**src/rtl/ultrasonic_seq_ctrl.sv**
```systemverilog
`default_nettype none
// +----------------------------------------------------------------------+
// | ultrasonic_seq_ctrl : DAC level control, TX burst, RX time-of-flight  |
// | Optional macro ECHO_SYNC_EN adds a 2-flop echo synchronizer. Rev 1.0  |
// +----------------------------------------------------------------------+
module ultrasonic_seq_ctrl #(
  parameter int AMT_W        = 8,
  parameter int DAC_W        = 8,
  parameter int CNT_W        = 16,
  parameter int HALF_PER     = 25,
  parameter int BURST_PULSES = 8,
  parameter int GUARD_CYC    = 100,
  parameter int TIMEOUT      = 20000
) (
  input  logic             clk,
  input  logic             rst,
  input  logic             cmd_valid,
  input  logic             cmd_on,
  input  logic             cmd_off,
  input  logic             cmd_inc,
  input  logic             cmd_dec,
  input  logic             cmd_send,
  input  logic             cmd_receive,
  input  logic [AMT_W-1:0] cmd_amount,
  input  logic             echo_in,
  output logic [DAC_W-1:0] dac_level,
  output logic             dac_load,
  output logic             tx_out,
  output logic             rx_enable,
  output logic             busy,
  output logic             powered,
  output logic [CNT_W-1:0] tof,
  output logic             done,
  output logic             timeout
);

  localparam int SW = ((AMT_W > DAC_W) ? AMT_W : DAC_W) + 1;
  localparam logic [SW-1:0]    c_DAC_MAX   = SW'({DAC_W{1'b1}});
  localparam logic [CNT_W-1:0] c_CNT_MAX   = '1;
  localparam logic [CNT_W-1:0] c_HP_LAST   = CNT_W'(HALF_PER - 1);
  localparam logic [CNT_W-1:0] c_HALF_LAST = CNT_W'(2 * BURST_PULSES - 1);
  localparam logic [CNT_W-1:0] c_G_LAST    = CNT_W'(GUARD_CYC - 1);
  localparam logic [CNT_W-1:0] c_TO_LAST   = CNT_W'(TIMEOUT - 1);

  typedef enum logic [2:0] {
    S_OFF    = 3'd0,
    S_IDLE   = 3'd1,
    S_TX     = 3'd2,
    S_GUARD  = 3'd3,
    S_LISTEN = 3'd4
  } state_t;

  state_t           r_state, w_state_nx;
  logic [DAC_W-1:0] r_dac, w_inc_val, w_dec_val;
  logic [SW-1:0]    w_sum, w_diff;
  logic [CNT_W-1:0] r_cnt, r_ph, r_half, r_tof;
  logic             r_tx, r_load, r_done, r_tmo;
  logic             w_busy, w_inc, w_dec, w_go_tx, w_go_rx, w_done, w_tmo;
  logic             w_echo, r_echo_prev, w_edge;

  // Echo edge source
`ifdef ECHO_SYNC_EN
  logic r_sync1, r_sync2;
  always_ff @(posedge clk) begin
    if (rst) begin
      r_sync1 <= 1'b0;
      r_sync2 <= 1'b0;
    end else begin
      r_sync1 <= echo_in;
      r_sync2 <= r_sync1;
    end
  end
  assign w_echo = r_sync2;
`else
  assign w_echo = echo_in;
`endif

  always_ff @(posedge clk) begin
    if (rst) r_echo_prev <= 1'b0;
    else     r_echo_prev <= w_echo;
  end
  assign w_edge = w_echo & ~r_echo_prev;

  // Saturating DAC arithmetic, one bit wider than either operand
  assign w_sum     = SW'(r_dac) + SW'(cmd_amount);
  assign w_diff    = SW'(r_dac) - SW'(cmd_amount);
  assign w_inc_val = (w_sum > c_DAC_MAX) ? '1 : w_sum[DAC_W-1:0];
  assign w_dec_val = w_diff[SW-1] ? '0 : w_diff[DAC_W-1:0];

  assign w_busy = (r_state == S_TX) || (r_state == S_GUARD) || (r_state == S_LISTEN);

  always_ff @(posedge clk) begin
    if (rst) r_state <= S_OFF;
    else     r_state <= w_state_nx;
  end

  always_comb begin
    w_state_nx = r_state;
    w_inc      = 1'b0;
    w_dec      = 1'b0;
    w_go_tx    = 1'b0;
    w_go_rx    = 1'b0;
    w_done     = 1'b0;
    w_tmo      = 1'b0;
    if (cmd_valid && cmd_off) begin
      w_state_nx = S_OFF;
    end else begin
      case (r_state)
        S_OFF: if (cmd_valid && cmd_on) w_state_nx = S_IDLE;
        S_IDLE: begin
          if (cmd_valid) begin
            w_inc = cmd_inc & ~cmd_dec;
            w_dec = cmd_dec & ~cmd_inc;
            if (cmd_send) begin
              w_state_nx = S_TX;
              w_go_tx    = 1'b1;
            end else if (cmd_receive) begin
              w_state_nx = S_LISTEN;
              w_go_rx    = 1'b1;
            end
          end
        end
        S_TX: if (r_ph == c_HP_LAST && r_half == c_HALF_LAST) w_state_nx = S_GUARD;
        S_GUARD: if (r_ph == c_G_LAST) w_state_nx = S_LISTEN;
        S_LISTEN: begin
          if (w_edge) begin
            w_done     = 1'b1;
            w_state_nx = S_IDLE;
          end else if (r_ph == c_TO_LAST) begin
            w_tmo      = 1'b1;
            w_state_nx = S_IDLE;
          end
        end
        default: w_state_nx = S_OFF;
      endcase
    end
  end

  always_ff @(posedge clk) begin
    if (rst) begin
      r_dac  <= '0;
      r_load <= 1'b0;
      r_tof  <= '0;
      r_done <= 1'b0;
      r_tmo  <= 1'b0;
      r_cnt  <= '0;
      r_ph   <= '0;
      r_half <= '0;
      r_tx   <= 1'b0;
    end else begin
      r_load <= w_inc | w_dec;
      r_done <= w_done;
      r_tmo  <= w_tmo;
      if (w_inc)      r_dac <= w_inc_val;
      else if (w_dec) r_dac <= w_dec_val;
      if (w_done) r_tof <= r_cnt;

      if (w_go_tx || w_go_rx) begin
        r_cnt  <= '0;
        r_ph   <= '0;
        r_half <= '0;
        r_tx   <= w_go_tx;
      end else begin
        if (w_busy && r_cnt != c_CNT_MAX) r_cnt <= r_cnt + 1'b1;
        // Phase counter restarts on every state change (burst end, guard end, abort)
        if (w_state_nx != r_state) begin
          r_ph   <= '0;
          r_half <= '0;
          r_tx   <= 1'b0;
        end else if (r_state == S_TX) begin
          if (r_ph == c_HP_LAST) begin
            r_ph   <= '0;
            r_half <= r_half + 1'b1;
            r_tx   <= ~r_tx;
          end else begin
            r_ph <= r_ph + 1'b1;
          end
        end else if (w_busy) begin
          r_ph <= r_ph + 1'b1;
        end
      end
    end
  end

  assign dac_level = r_dac;
  assign dac_load  = r_load;
  assign tx_out    = r_tx;
  assign rx_enable = (r_state == S_LISTEN);
  assign busy      = w_busy;
  assign powered   = (r_state != S_OFF);
  assign tof       = r_tof;
  assign done      = r_done;
  assign timeout   = r_tmo;

endmodule
`default_nettype wire

```
**config.mk**
```make
export PLATFORM = sky130hd
export DESIGN_NAME = ultrasonic_seq_ctrl
export DESIGN_NICKNAME = d
export VERILOG_FILES = /design/src/rtl/ultrasonic_seq_ctrl.sv
export SDC_FILE = /design/constraint.sdc
export NUM_CORES = 1
export LEC_CHECK = 0
export ABC_AREA = 1
export BUFFER_PORTS_ARGS = -buffer_cell sky130_fd_sc_hd__buf_2
export CORE_MARGIN = 2
export CORE_UTILIZATION = 64
export CTS_CLUSTER_DIAMETER = 60
export DETAILED_ROUTE_END_ITERATION = 10
export PLACE_DENSITY_LB_ADDON = 0.12
export RECOVER_POWER = 25
export SLEW_MARGIN = 25
export SYNTH_ARGS = -nofsm -noshare
export SYNTH_HDL_FRONTEND = slang
export SYNTH_SLANG_ARGS = --single-unit
export TNS_END_PERCENT = 50
```
**constraint.sdc**
```tcl
create_clock -name clk -period 4.5 [get_ports clk]
set_input_delay 0.45 -clock clk [delete_from_list [all_inputs] [get_ports clk]]
set_output_delay 0.45 -clock clk [all_outputs]
set_load 0.02 [all_outputs]
```
==> flow_metrics.tcl <==
set metrics [dict create \
    status "completed" \
    post_drt_via_cell_ratio 5.55 \
    final_area_um2 5250 \
    dieArea_um2 8130 \
    ys_warn_count 0 \
    firstDrtPassIters 5 \
    worstSetupPathType "flop to flop" \
    num_vias 4688 \
    p_leak_nw 2.24 \
    seq_area_frac_synth 0.337 \
    finalSetupTns_ns 0 \
    period_share 0.557 \
    fin_ws_ns 2.00 \
    multiInputGateArea_um2 2670 \
    fmax_mhz 399 \
    fin_crit_ns 2.50 \
    drt-initial-drc-count 328 \
    areaGrowthSynthToFinish_pct 10.4 \
    grt_pass1_vias 4329 \
    port_buffers 48 \
    crit_start "r_state[2]$_SDFF_PP0_" \
    r2r_start "r_state[2]$_SDFF_PP0_" \
    synth_top_area_cell "dfxtp_1" \
    wirelength_mm 11.4 \
    cts.sinks 80 \
    fin_util 0.727 \
    post_cts_buffers 0 \
    finalSetupViolCount 0 \
    arrival_ns 2.76 \
    row_count 31 \
    critPathRequiredTime_ns 4.75 \
    cts_made_buffers 9 \
    path_clk_slew_ns 0.09 \
    core_um2 7210 \
    ctsResizeCount 0 \
    io_pins 49 \
    avgSynthCellArea_um2 6.84 \
    preCtsSetupSlack_ns 1.97 \
    synth_flop_cell "dfxtp_1" \
    cap_viol_max_count 0 \
    hold_class "primary input to flop" \
    finalPower_mw 1.45 \
    crit_chain "inv_1 -> nand2_1 -> inv_1 -> nand2_1 -> nor2_1 -> inv_1 -> nand2_1 -> nor2_1 -> nand3_4 -> a21oi_1" \
    cts_tree "done" \
    nFillCells 622 \
    power.density_nw_per_um2 277 \
    drive_gt1_frac 0.106 \
    root_buffer "clkbuf_8" \
    crit_slowest_cell "nor2_1" \
    synthCells 694 \
    rsz0062_at_grt "false" \
    die_x_um 90.1 \
    gp_congestion 0.929 \
    worst_clock_skew_ns 0.0103 \
    antenna_found_initial 0 \
    worst-r2r-setup-slack_ns 2.00 \
    ys_ff_latch 80 \
    overflow 0 \
    max-slew-margin-rel 0.449 \
    die_y_um 90.1 \
    cp-end-kind "flop" \
    grt_pass1_wl_mm 19.1 \
    hold_buffers 0 \
    max-vdd-ir-drop_v 0.000205 \
    drv_slew 0 \
    synth.distinct_cells 38 \
    crit_fanout 32 \
    cpPeakStageDelay_ns 0.62 \
    drc_errors 0 \
    synth_area_leaders "dfxtp_1 (34%), nand2_1 (11%), inv_1 (8.1%), a21oi_1 (6.3%), nor2_1 (6.2%)" \
    syn_area_um2 4750 \
    seq_area_um2 1600 \
    dpl_cell_area_um2 5040 \
    num_antenna_cells 0 \
    reg2reg_to "r_half[10]$_SDFFE_PP0P_" \
    critPathLaunchType "flop" \
    htree_levels 3 \
    critPathBufInv 3 \
    r2r_cells 10 \
    crit_path_end "r_half[10]$_SDFFE_PP0P_" \
    syn_nets 734 \
    grt_max_degree 33 \
    track_usage 0.281 \
    layout_commonest_cell "nand2_1" \
    ant_nets 0 \
    final_cell_mix "nand2_1 (134), inv_1 (102), nor2_1 (80), dfxtp_1 (80), a21oi_1 (60)" \
    worst_pin_slew_ns 0.823 \
    hold_viol 0 \
    wire_per_inst_um 13.5 \
    nets 781 \
    synth-async-reset-ratio 0 \
    critPathTopFamily "simple AND/OR/NAND/NOR gates" \
    crit_cells 10 \
    start_util 0.658 \
    netlist.area_leader.share 0.337 \
    dp_hpwl_mm 8.35 \
    cts.path.max_buffers 2 \
    synth_edf_count 0 \
    hp-start "echo_in" \
    worstSkewPairLatency_ns 0.35 \
]
per-layer routing:
metal / routed length (µm) / global-route usage
met5: 0 / 0
met4: 125 / 0.0859
met3: 645 / 0.0495
met2: 5520 / 0.467
met1: 5130 / 0.373
synthesized netlist by cell type, types with 2 or more instances:
| cell | count |
|---|---|
| a21oi_1 | 60 |
| a31oi_1 | 3 |
| buf_4 | 2 |
| buf_6 | 3 |
| clkbuf_1 | 6 |
| dfxtp_1 | 80 |
| fa_1 | 2 |
| ha_1 | 20 |
| inv_1 | 102 |
| inv_2 | 4 |
| nand2_1 | 134 |
| nand2_2 | 8 |
| nand3_1 | 51 |
| nand4_1 | 13 |
| nor2_1 | 79 |
| nor2_2 | 8 |
| nor2_4 | 3 |
| nor3_1 | 15 |
| nor3_2 | 9 |
| nor4_1 | 6 |
| nor4_2 | 2 |
| o211ai_1 | 4 |
| o21ai_0 | 39 |
| o21ai_1 | 3 |
| o21bai_1 | 3 |
| o22ai_1 | 2 |
| or2_2 | 2 |
| xnor2_1 | 4 |
| xor2_1 | 18 |
area by class of cell:
cell class                 instances  area share
clock buffer                       9      0.0236
clock inverter                     7      0.0227
inverter                         107      0.0768
multi-input combinational        495       0.508
sequential                        80       0.305
tap                               99      0.0236
timing repair buffer              48      0.0396
stage by stage:
stage | cells | hold WS (ns)
floorplan | 694 | 0.450
global placement | 829 | 0.465
detailed placement | 829 | 0.476
CTS | 845 | 0.354
global route | 845 | 0.365
finish | 845 | 0.343
flip-flops by register name, indices dropped and copies added, names as in the netlist:
| register | flops |
|---|---|
| r_cnt | 16 |
| dac_level | 8 |
| r_ph | 16 |
| r_echo_prev | 1 |
| done | 1 |
| tx_out | 1 |
| r_state | 3 |
| r_half | 16 |
| timeout | 1 |
| dac_load | 1 |
| tof | 16 |
power by group:
group	internal, mW	switching, mW	total [mW]
clock network	0.369	0.272	0.642
registers	0.711	0.00346	0.714
logic	0.0291	0.0683	0.0974
total	1.11	0.344	1.45
kinds of logic (layout without fill, tap and decap cells):
group	Yosys count	in the layout	share of synthesized area
buffers and inverters	119	171	0.101
AND/OR/NAND/NOR	334	334	0.330
AO/OA/AOI/OAI	117	117	0.130
adder cells (fa/ha/maj)	22	22	0.0611
XOR/XNOR	22	22	0.0406
flip-flops	80	80	0.337
how the worst min path moves through the flow:
stage,slack (ns),to,cells past startpoint
after floorplan,0.45,r_cnt[5]$_SDFFE_PP0P_,2
after global placement,0.47,tof[14]$_SDFFE_PP0P_,2
after detailed placement,0.48,r_half[9]$_SDFFE_PP0P_,2
after CTS,0.35,r_echo_prev$_SDFF_PP0_,3
after global routing,0.37,r_echo_prev$_SDFF_PP0_,3
final,0.34,r_echo_prev$_SDFF_PP0_,3
tightest hold or removal path, delay by kind of cell:
| kind | cells | cell delay [ns] |
|---|---|---|
| buffers and inverters | 2 | 0.13 |
| and+or+nand+nor | 1 | 0.07 |
No activity file was read; power rests on OpenSTA's default activity.
